**src/rtl/imm_encoder.sv**
```systemverilog
// imm_encoder: packs a 32-bit immediate into RV32I I/S/B/J fields; `define IMM_RANGE_CHECK_EN adds out_err/err_count
module imm_encoder #(
  parameter int CNT_W = 16
) (
  input  logic             clk,
  input  logic             resetn,
  input  logic             in_valid,
  output logic             in_ready,
  input  logic [31:0]      in_base,
  input  logic [31:0]      in_imm,
  input  logic [1:0]       in_ImmSrc,
  output logic             out_valid,
  input  logic             out_ready,
  output logic [31:0]      out_instr,
  output logic             out_err,
  output logic [CNT_W-1:0] enc_count,
  output logic [CNT_W-1:0] err_count
);
  logic             valid_q;
  logic [31:0]      instr_q, instr_d;
  logic [CNT_W-1:0] enc_q, enc_d;
  logic             acc, drn;
  logic             unused_base;
  // every format places immediate bits in [31:25], so those base bits are never copied
  assign unused_base = ^in_base[31:25];
  assign in_ready = resetn & (~valid_q | out_ready);
  assign acc = in_valid & in_ready;
  assign drn = valid_q & out_ready;
  always_comb begin
    instr_d = in_ImmSrc == 2'b00 ? {in_imm[11:0], in_base[19:0]} :
              in_ImmSrc == 2'b01 ? {in_imm[11:5], in_base[24:12], in_imm[4:0], in_base[6:0]} :
              in_ImmSrc == 2'b10 ? {in_imm[12], in_imm[10:5], in_base[24:12], in_imm[4:1], in_imm[11], in_base[6:0]} :
                                   {in_imm[20], in_imm[10:1], in_imm[11], in_imm[19:12], in_base[11:0]};
    enc_d = drn & ~&enc_q ? enc_q + CNT_W'(1) : enc_q;
  end
  always_ff @(posedge clk)
    if (!resetn) begin
      valid_q <= 1'b0;
      instr_q <= '0;
      enc_q   <= '0;
    end else begin
      valid_q <= acc | (valid_q & ~out_ready);
      if (acc) instr_q <= instr_d;
      enc_q <= enc_d;
    end
  assign out_valid = valid_q;
  assign out_instr = instr_q;
  assign enc_count = enc_q;
`ifdef IMM_RANGE_CHECK_EN
  logic             err_q, err_d;
  logic [CNT_W-1:0] errc_q, errc_d;
  always_comb begin
    err_d = ~in_ImmSrc[1] ? ~(&in_imm[31:11] | ~|in_imm[31:11]) :
            ~in_ImmSrc[0] ? ~(&in_imm[31:12] | ~|in_imm[31:12]) | in_imm[0] :
                            ~(&in_imm[31:20] | ~|in_imm[31:20]) | in_imm[0];
    errc_d = drn & err_q & ~&errc_q ? errc_q + CNT_W'(1) : errc_q;
  end
  always_ff @(posedge clk)
    if (!resetn) begin
      err_q  <= 1'b0;
      errc_q <= '0;
    end else begin
      if (acc) err_q <= err_d;
      errc_q <= errc_d;
    end
  assign out_err   = err_q;
  assign err_count = errc_q;
`else
  logic unused_imm;
  assign unused_imm = ^in_imm[31:21];
  assign out_err   = 1'b0;
  assign err_count = '0;
`endif
endmodule

```
**config.mk**
```make
export PLATFORM = sky130hd
export DESIGN_NAME = imm_encoder
export DESIGN_NICKNAME = d
export VERILOG_FILES = /design/src/rtl/imm_encoder.sv
export SDC_FILE = /design/constraint.sdc
export NUM_CORES = 1
export LEC_CHECK = 0
export CORE_UTILIZATION = 41
export CTS_CLUSTER_DIAMETER = 30
export DETAILED_ROUTE_END_ITERATION = 16
export HOLD_SLACK_MARGIN = 0.08
export PLACE_DENSITY = 0.95
export SYNTH_ARGS = -nofsm -noshare
export SYNTH_HDL_FRONTEND = slang
export SYNTH_SLANG_ARGS = --single-unit
```
**constraint.sdc**
```tcl
create_clock -name clk -period 4.61 [get_ports clk]
set_input_delay 0.922 -clock clk [delete_from_list [all_inputs] [get_ports clk]]
set_output_delay 0.922 -clock clk [all_outputs]
set_load 0.03 [all_outputs]
```
==> key figures <==
Timing
  – Fin Setup TNS: 0 ns
  – Minimum clock period: 3.48 ns
  – Hold violation count in the final report: 0
  – Fmax: approximately 290 MHz
  – Hold Slack: around 0.45 ns
  – Count of final setup violators: 0
  – RSZ-0062 raised after global routing: no
  – Worst-margin pin slew: 1.06 ns
  – Final Cycle Share: 75.4%
  – Final Skew: about 0.0053 ns
  – Final Max Tran Viols: 0
  – Rel. slew slack: around 28%

Worst setup path
  – Critical-path cell list: clkdlybuf4s50_1 -> buf_4 -> and2_1 -> clkdlybuf4s50_1
  – Cell family with most CP delay: buffers and inverters
  – Nature of the critical path startpoint: input port
  – Worst EP required: roughly 3.7 ns
  – CP max stage delay: roughly 0.66 ns
  – Crit Path Class: in -> out
  – Worst setup startpoint: resetn
  – Reg2Reg Launch Point: enc_count[0]
  – CP endpoint kind: output pin
  – Worst Path Arrival: 2.55 ns
  – CP max FO: 33
  – Bufs and invs on worst path: 3
  – CP max stage cell: clkdlybuf4s50_1
  – Most frequent cell on the critical path: clkdlybuf4s50_1

Drt
  – Routed Wire Length: approximately 6000 microns
  – Metal3 WL: 392 microns
  – Via count: roughly 2300
  – Wirelength per Cell: 13.5 microns
  – Max Used Layer: met4
  – Initial DRC count: about 130
  – Vias per cell: 5.20
  – Detailed Routing Iterations Pass 1: 4
  – Routed met1 length: between 2000 and 2500 microns
  – Metal2 WL: 3140 microns
  – Antenna Nets Post-Route: 0
  – Post-route DRC violation count: 0

Floorplan
  – Core area: approximately 5300 sq um
  – Row Count: 26
  – I/O pins: 137
  – Die width: 77.1 microns
  – Die area: 5950 sq um
  – Starting density of the core: 43.9%
  – Die Ht: ~77 microns

Flow run
  – Max_cap viols: 0

Cells and area
  – Diode count: 0
  – Area growth, synth to finish: 46.5%
  – Layout cells sized above 1: ~4.6%
  – Fill count: around 480
  – Commonest non-fill, non-tap cells in the layout: 101 x clkdlybuf4s50_1, 49 x dfxtp_1, 43 x nand2_1
  – Final cell count without fillers: around 440
  – Nets: 441
  – Most common cell after layout, fill and taps aside: clkdlybuf4s50_1

Clock tree
  – Num Clock Sinks: between 40 and 50
  – Clock Root Buffer: clkbuf_8
  – Post-CTS setup buffer count: 0
  – Post-CTS resize count: 0
  – Clk slew on worst S/H paths: around 0.080 ns
  – Skew-Pair Late Insertion Delay: 0.29 ns
  – Number of buffers created by CTS: 5
  – CTS tree: yes
  – Clock Path Buffers: 2
  – Hold_buf cts: 0
  – H-tree levels: 2

Global route
  – Initial antenna violation count: 0
  – GRT Util Overall: about 20%
  – Overflow after GRT: 0
  – First-pass GRT wire length: between 9000 and 10000 microns
  – Vias in the first global route: ~2100
  – Largest net degree at the start of global routing: 36

Synth
  – Synth top area cells: dfxtp_1 42%, nand3_1 8.9%, nand2_1 7.0%, buf_4 5.5%, mux2i_1 4.8%
  – Synthesized area: about 2300 sq um
  – Seq/Total Area, Yosys: a little over two fifths
  – Mux share of post-synthesis cell area: under 10%
  – Cells after synthesis: 278
  – Simple-Gate Fraction of Synth Area: about a quarter
  – Adder-cell area share of the yosys netlist: less than 1%
  – #FFs+latches synth: around 50
  – Syn avg cell area: ~8.3 sq um
  – Yosys top cell by area: dfxtp_1
  – Largest family of logic cells by synthesized area: simple AND/OR/NAND/NOR gates
  – Top cell type's share of synthesized area: 42.4%
  – Main synth FF type: dfxtp_1
  – Ys async rst share: 0%
  – Synth Area in Compound Gates: between 10 and 15%
  – Count of different cell masters after synthesis: 38
  – Post-synth EDFFs: 0
  – Synth warn: 0
  – Post-Synth XOR/XNOR Area: under 10%

Status
  – Status: complete, no violations

Power
  – Pwr/cell area: about 300 nW/um^2
  – Leak pwr: around 1.3 nW
  – IR drop worst, VDD: ~0.14 mV

Min path
  – Min-Delay Startpoint: out_instr[28]
  – Hold Path Class: reg -> reg

Placed design
  – # placed instances: roughly 430
  – Routability cong.: 0.787
  – DP HPWL: 4430 microns
  – IO buf count: slightly above 100
## tightest hold or removal path, stage by stage, from the launching register on
cell and delay, ns:
dfxtp_1 0.32, nand3_1 0.06, nand2_1 0.04
## logic make-up (layout without fill, tap and decap cells)
| family | count (synthesis) | count (layout) |
|---|---|---|
| mux | 13 | 13 |
| compound gates | 53 | 53 |
| buf+inv | 39 | 116 |
| flops | 49 | 49 |
| xor+xnor | 3 | 3 |
| other cells | 1 | 17 |
| simple gates | 119 | 119 |
| fa+ha+maj | 1 | 1 |
## routing by layer
layer	vias to the layer above	global-route usage, %
met5	-	0
met4	0	5.28
met2	97	37.5
met1	1051	21.3
li1	1139	-
met3	8	5.83
## layout make-up
type / count / area [sq um] / share of cell area (%)
Sequential cell: 49 / 981 / 28.9
Inverter: 5 / 18.8 / 0.553
Clock buffer: 7 / 86.3 / 2.55
Multi-Input combinational cell: 206 / 1160 / 34.3
Timing Repair Buffer: 103 / 1030 / 30.2
Clock inverter: 1 / 30.0 / 0.885
Tap cell: 70 / 87.6 / 2.58
## sequential cells by signal, summed over array words and instances (netlist names)
signal,count
enc_count,16
out_instr,32
out_valid,1
## final timing paths
path | end | slack, ns | cells past startpoint
worst max register to register | enc_count[5] | 2.28 | 5
worst min-delay path | out_instr[28] | 0.45 | 2
worst min register to register | out_instr[28] | 0.45 | 2
worst max-delay path | in_ready | 1.13 | 4
## cells in the mapped netlist, types with 2 or more instances
cell type and count:
dfxtp_1 49, nand2_1 43, nand3_1 41, o21ai_0 18
buf_4 17, a21oi_1 12, clkbuf_1 11, mux2i_1 11
nor2_1 10, a311oi_1 8, or3_1 8, inv_1 5
o31ai_1 5, o21ai_1 4, or4_1 3, and2_1 2
and3_1 2, buf_1 2, buf_2 2, mux2_2 2
nand2b_1 2, nand4_1 2, nand4_2 2, o211ai_1 2
xor2_1 2
## stage by stage
stage | worst slack [ns] | util [%] | total power, mW | cell area, sq um
6_report | 1.13 | 64.4 | 0.998 | 3390
5_1_grt | 1.08 | 64.4 | 1.04 | 3390
4_1_cts | 1.12 | 64.4 | 1.01 | 3390
3_5_place_dp | 1.12 | 62.2 | 0.697 | 3280
3_3_place_gp | 1.13 | 62.2 | 0.691 | 3280
2_1_floorplan | 2.18 | - | 0.603 | 2370
## power by group
part	internal, mW	switching, mW
Clock	0.177	0.135
Sequential	0.446	0.0130
Combinational	0.101	0.127
No activity file was read; power rests on OpenSTA's default activity.
